## config.mk

```make
export PLATFORM = sky130hd
export DESIGN_NAME = door_timer
export DESIGN_NICKNAME = d
export VERILOG_FILES = /design/src/rtl/door_pkg.sv /design/src/rtl/door_timer_tick_detect.sv /design/src/rtl/door_timer.sv
export SDC_FILE = /design/constraint.sdc
export NUM_CORES = 1
export LEC_CHECK = 0
export CORE_MARGIN = 4
export CORE_UTILIZATION = 23
export CTS_BUF_LIST = sky130_fd_sc_hd__clkbuf_8
export DETAILED_ROUTE_END_ITERATION = 8
export MAX_ROUTING_LAYER = met4
export PLACE_DENSITY_LB_ADDON = 0.1
export SETUP_SLACK_MARGIN = 0.3
export SKIP_LAST_GASP = 1
export SLEW_MARGIN = 10
export SYNTH_ARGS = -nofsm -noshare
export SYNTH_HDL_FRONTEND = slang
export SYNTH_SLANG_ARGS = --single-unit
```

## constraint.sdc

```tcl
create_clock -name clk -period 2.2 [get_ports clk]
set_clock_uncertainty 0.05 [all_clocks]
set_input_delay 0.22 -clock clk [delete_from_list [all_inputs] [get_ports clk]]
set_output_delay 0.22 -clock clk [all_outputs]
set_load 0.01 [all_outputs]
```

## src/rtl/door_pkg.sv

```systemverilog
`default_nettype none
// ============================================================================
// Module   : door_pkg
// Purpose  : Shared types and default timing constants for the door timer.
//            state_t uses the externally visible 2-bit state encoding.
// Revision : 1.0 - initial release
// ============================================================================
package door_pkg;

    typedef enum logic [1:0] {
        ST_IDLE    = 2'd0,
        ST_OPENING = 2'd1,
        ST_HOLD    = 2'd2,
        ST_CLOSING = 2'd3
    } state_t;

    // Default phase lengths, in slow-clock ticks, and counter width.
    localparam int c_open_ticks_dflt  = 4;
    localparam int c_hold_ticks_dflt  = 8;
    localparam int c_close_ticks_dflt = 4;
    localparam int c_tw_dflt          = 8;

endpackage : door_pkg
`default_nettype wire

```

## src/rtl/door_timer_tick_detect.sv

```systemverilog
`default_nettype none
// ============================================================================
// Module   : tick_detect
// Purpose  : Rising-edge detector for the divided slow clock. Produces a
//            one-clk-wide tick for every slow-clock rising edge.
// Ports    : slow_clk      in  divided clock level
//            past_slow_clk in  slow_clk delayed by one clk
//            tick          out one-clk pulse per slow-clock rising edge
// Revision : 1.0 - initial release
// ============================================================================
module tick_detect (
    input  logic slow_clk,
    input  logic past_slow_clk,
    output logic tick
);

    assign tick = slow_clk & ~past_slow_clk;

endmodule : tick_detect
`default_nettype wire

```

## src/rtl/door_timer.sv

```systemverilog
`default_nettype none
// ============================================================================
// Module   : door_timer
// Purpose  : Door motor sequencer IDLE -> OPENING -> HOLD -> CLOSING -> IDLE,
//            each timed phase measured in slow-clock ticks.
// Ports    : clk           in  system clock, posedge
//            n_rst         in  asynchronous active-low reset
//            slow_clk      in  divided clock level
//            past_slow_clk in  slow_clk delayed one clk
//            open_req      in  open / keep-open request (level)
//            obstruct      in  door sensor blocked (level)
//            motor_open    out high in OPENING
//            motor_close   out high in CLOSING
//            door_open     out high in HOLD
//            busy          out high outside IDLE
//            done          out one-clk pulse on CLOSING -> IDLE
//            state         out current state encoding
// Config   : DOOR_OBSTRUCT_REOPEN_EN - when defined, obstruct in CLOSING
//            reopens the door exactly like open_req.
// Revision : 1.0 - initial release
// ============================================================================
module door_timer
    import door_pkg::*;
#(
    parameter int OPEN_TICKS  = c_open_ticks_dflt,
    parameter int HOLD_TICKS  = c_hold_ticks_dflt,
    parameter int CLOSE_TICKS = c_close_ticks_dflt,
    parameter int TW          = c_tw_dflt
) (
    input  logic       clk,
    input  logic       n_rst,
    input  logic       slow_clk,
    input  logic       past_slow_clk,
    input  logic       open_req,
    input  logic       obstruct,
    output logic       motor_open,
    output logic       motor_close,
    output logic       door_open,
    output logic       busy,
    output logic       done,
    output logic [1:0] state
);

    // Terminal counter values: a phase of N ticks ends on the tick seen
    // while the counter holds N-1, so the counter never exceeds N-1.
    localparam logic [TW-1:0] c_open_last  = TW'(OPEN_TICKS - 1);
    localparam logic [TW-1:0] c_hold_last  = TW'(HOLD_TICKS - 1);
    localparam logic [TW-1:0] c_close_last = TW'(CLOSE_TICKS - 1);

    state_t        r_state;
    logic [TW-1:0] r_cnt;
    logic          r_done;

    state_t        w_state_next;
    logic [TW-1:0] w_cnt_next;
    logic          w_done_next;
    logic          w_tick;
    logic          w_reopen;

    tick_detect u_tick_detect (
        .slow_clk      (slow_clk),
        .past_slow_clk (past_slow_clk),
        .tick          (w_tick)
    );

    // Conditions that abort CLOSING and send the door back to OPENING.
`ifdef DOOR_OBSTRUCT_REOPEN_EN
    assign w_reopen = open_req | obstruct;
`else
    assign w_reopen = open_req;
`endif

    always_comb begin
        w_state_next = r_state;
        w_cnt_next   = r_cnt;
        w_done_next  = 1'b0;
        case (r_state)
            ST_IDLE: begin
                if (open_req) begin
                    w_state_next = ST_OPENING;
                    w_cnt_next   = '0;
                end
            end
            ST_OPENING: begin
                if (w_tick) begin
                    if (r_cnt == c_open_last) begin
                        w_state_next = ST_HOLD;
                        w_cnt_next   = '0;
                    end else begin
                        w_cnt_next = r_cnt + 1'b1;
                    end
                end
            end
            ST_HOLD: begin
                // Any request or obstruction restarts the hold time.
                if (open_req || obstruct) begin
                    w_cnt_next = '0;
                end else if (w_tick) begin
                    if (r_cnt == c_hold_last) begin
                        w_state_next = ST_CLOSING;
                        w_cnt_next   = '0;
                    end else begin
                        w_cnt_next = r_cnt + 1'b1;
                    end
                end
            end
            ST_CLOSING: begin
                // Reopen takes priority even over the final closing tick.
                if (w_reopen) begin
                    w_state_next = ST_OPENING;
                    w_cnt_next   = '0;
                end else if (w_tick) begin
                    if (r_cnt == c_close_last) begin
                        w_state_next = ST_IDLE;
                        w_cnt_next   = '0;
                        w_done_next  = 1'b1;
                    end else begin
                        w_cnt_next = r_cnt + 1'b1;
                    end
                end
            end
            default: begin
                w_state_next = ST_IDLE;
                w_cnt_next   = '0;
            end
        endcase
    end

    always_ff @(posedge clk or negedge n_rst) begin
        if (!n_rst) begin
            r_state <= ST_IDLE;
            r_cnt   <= '0;
            r_done  <= 1'b0;
        end else begin
            r_state <= w_state_next;
            r_cnt   <= w_cnt_next;
            r_done  <= w_done_next;
        end
    end

    // Outputs decode only registered state, so reset clears them at once.
    assign motor_open  = (r_state == ST_OPENING);
    assign motor_close = (r_state == ST_CLOSING);
    assign door_open   = (r_state == ST_HOLD);
    assign busy        = (r_state != ST_IDLE);
    assign done        = r_done;
    assign state       = r_state;

endmodule : door_timer
`default_nettype wire
```

==> run metrics <==
routability cong. 0.761; die height 69.1 µm; Initial Util 24.7%; share of layout cells above drive strength 1 25.6%; Worst EP arrival 1.59 ns; Synth warnings 0; clock latency on the worst-skew pair 0.24 ns; Setup-failing EPs final 0; WS Path Type reg -> out; Cell Area, Synth 858 µm²; post-placement cell count 156; CTS clock-pin slew for the worst setup and hold paths 0.05 ns; Inserted Clock Buffers 3; dpl hpwl 1.69 mm; area grow syn2layout 41.1%; Worst Tran Pin Value 0.534 ns; Overall Power 1.20 mW; Critical Path Sink busy; synthesized flop and latch total 11; Rel. slew slack 64.3%; total global-route track usage 10.4%; maximum number of pins on one net before global-route repair 15; multi-input combinational cell area 626 µm²; Leak 0.478 nW; Non-Filler Instances 163; die width 69.1 µm; clock tree buffer depth 2; hold_buf cts 0; drt initial violations 47; Crit. End Element output port; Syn Nets 106; PortBufs 12; Final Cycle Share 84.5%; r2r startpoint r_cnt[0]$_DFFE_PN0P_; Worst Setup Start Kind register; final hold violations 0; Core Rows 21; final wirelength 2.28 mm; Routed wire per std cell 14.0 µm; core area 3470 µm²; Setup TNS 0 ns; f_max 538 MHz; Reg2Reg Depth 5; final core occ 34.9%; status completed; Seq. cell area 278 µm²; worst path required time 1.93 ns; CTS tree yes; register area share after synthesis 32.1%; H-tree levels 1; clock sink count 11; Root Driver clkbuf_8; Hold Crit Class in -> async; CP max FO 5; first-pass GRT wire length 3.95 mm; Layout Nets 130; Critical path origin state[1]$_DFFE_PN0P_; Max IR drop VDD 452 µV; total grt overflow 0; reg2reg setup slack 0.39 ns; vias post-DR 797; Antenna Nets Post-Route 0; RR Endpoint state[1]$_DFFE_PN0P_; syn avg cell area 9.13 µm²; final max-slew violation count 0; Ports 13; max-cap viol count 0; RSZ-0062 raised after global routing yes; Tmin final 1.86 ns; Die Area 4770 µm²; antenna violations before repair 0; PwrDens 992 nW/µm²; Synth Instances 94; antenna cell count 0; Synth cell types 35; # DRC 0; Vias/cell 4.89; fillers 372; vias in the first global route 802; drt first pass iters 4
==> registers in the layout (all words and copies together) (netlist names) <==
register  count
done          1
r_cnt         8
state         2
==> worst max-delay path, stage by stage (launching register included) <==
cell             delay, ns
dfrtp_2               0.44
inv_1                 0.15
ha_2                  0.25
inv_1                 0.05
clkdlybuf4s50_1       0.47
==> layout by cell type (no fill, tap or decap), types with 3 or more instances in the layout <==
cell type / synthesis / final
a21oi_1: 5 / 5
a22o_1: 3 / 3
buf_4: 1 / 9
clkbuf_8: 0 / 3
clkdlybuf4s50_1: 0 / 11
dfrtp_1: 11 / 9
inv_1: 4 / 4
nand2_1: 6 / 6
nand2b_1: 4 / 4
nand3_1: 5 / 5
nor2_1: 7 / 7
nor3_1: 4 / 4
o21ai_0: 8 / 7
==> where the power goes <==
| group | internal, mW | leakage (nW) | total [mW] | switching [mW] |
|---|---|---|---|---|
| clock network | 0.123 | 0.0269 | 0.199 | 0.0767 |
| logic | 0.381 | 0.304 | 0.727 | 0.346 |
| registers | 0.234 | 0.147 | 0.275 | 0.0414 |
| total | 0.738 | 0.478 | 1.20 | 0.464 |
==> layout make-up <==
class | count | share of cell area [%]
clock inverter | 1 | 0.310
tap | 46 | 4.75
multi-input combinational | 77 | 51.7
inverter | 4 | 1.24
clock buffer | 3 | 3.41
timing repair buffer | 21 | 15.7
sequential | 11 | 22.9
==> synth_stat cells <==
library cell	number	area [µm²]
dfrtp_1	11	275
o21ai_0	8	40.0
nor2_1	7	26.3
ha_1	6	75.1
nand2_1	6	22.5
a21oi_1	5	25.0
nand3_1	5	25.0
inv_1	4	15.0
nand2b_1	4	25.0
nor3_1	4	20.0
a22o_1	3	26.3
a21o_1	2	15.0
a31oi_1	2	12.5
and3_1	2	12.5
nor3b_1	2	15.0
nor4b_2	2	30.0
o21bai_1	2	15.0
o31ai_1	2	15.0
a2111oi_2	1	15.0
a211o_1	1	8.76
a211oi_1	1	7.51
a22oi_1	1	7.51
and4_1	1	8.76
buf_2	1	5.00
buf_4	1	7.51
mux2_2	1	11.3
mux2_4	1	15.0
nand4_1	1	6.26
nand4b_1	1	8.76
nor2b_4	1	13.8
nor3b_2	1	12.5
nor4b_1	1	8.76
o22ai_1	1	6.26
o311ai_2	1	16.3
xnor2_1	1	8.76
==> worst min-delay path by stage <==
stage | cells past startpoint | endpoint | slack, ns | start
2_1_floorplan | 0 | done$_DFF_PN0_ | -0.13 | n_rst
3_3_place_gp | 1 | state[0]$_DFFE_PN0P_ | 0.52 | state[0]$_DFFE_PN0P_
3_5_place_dp | 1 | state[0]$_DFFE_PN0P_ | 0.52 | state[0]$_DFFE_PN0P_
4_1_cts | 1 | r_cnt[1]$_DFFE_PN0P_ | 0.30 | n_rst
5_1_grt | 1 | r_cnt[5]$_DFFE_PN0P_ | 0.34 | n_rst
6_report | 1 | r_cnt[1]$_DFFE_PN0P_ | 0.28 | n_rst
==> cells by family (layout without fill, tap and decap cells) <==
group,Yosys count,count (layout),share of synthesized area (%)
AO/OA/AOI/OAI,30,30,24.5
AND/OR/NAND/NOR,38,38,27.4
flip-flops,11,11,32.1
XOR/XNOR,1,1,1.02
multiplexers,2,2,3.06
adder cells (fa/ha/maj),6,6,8.75
buffers and inverters,6,29,3.21
==> layer usage <==
layer / track usage, % / up-vias / wire (µm)
met5: - / - / 0
met4: 2.60 / 0 / 12
met3: 3.34 / 2 / 99
met2: 15.1 / 12 / 1060
met1: 13.8 / 383 / 1110
li1: - / 400 / -
==> repair_timing <==
action / in CTS / in global routing
buffers inserted: 2 / 1
setup endpoints to repair: 10 / 13
gates resized for setup: 3 / 14
==> per-stage QoR <==
stage	setup slack [ns]	hold WS [ns]	instance area [µm²]
global placement	0.186	0.517	1070
floorplan	0.344	-0.126	858
global route	0.247	0.342	1210
finish	0.342	0.281	1210
detailed placement	0.192	0.522	1070
CTS	0.302	0.301	1140
No activity file was read; power rests on OpenSTA's default activity.
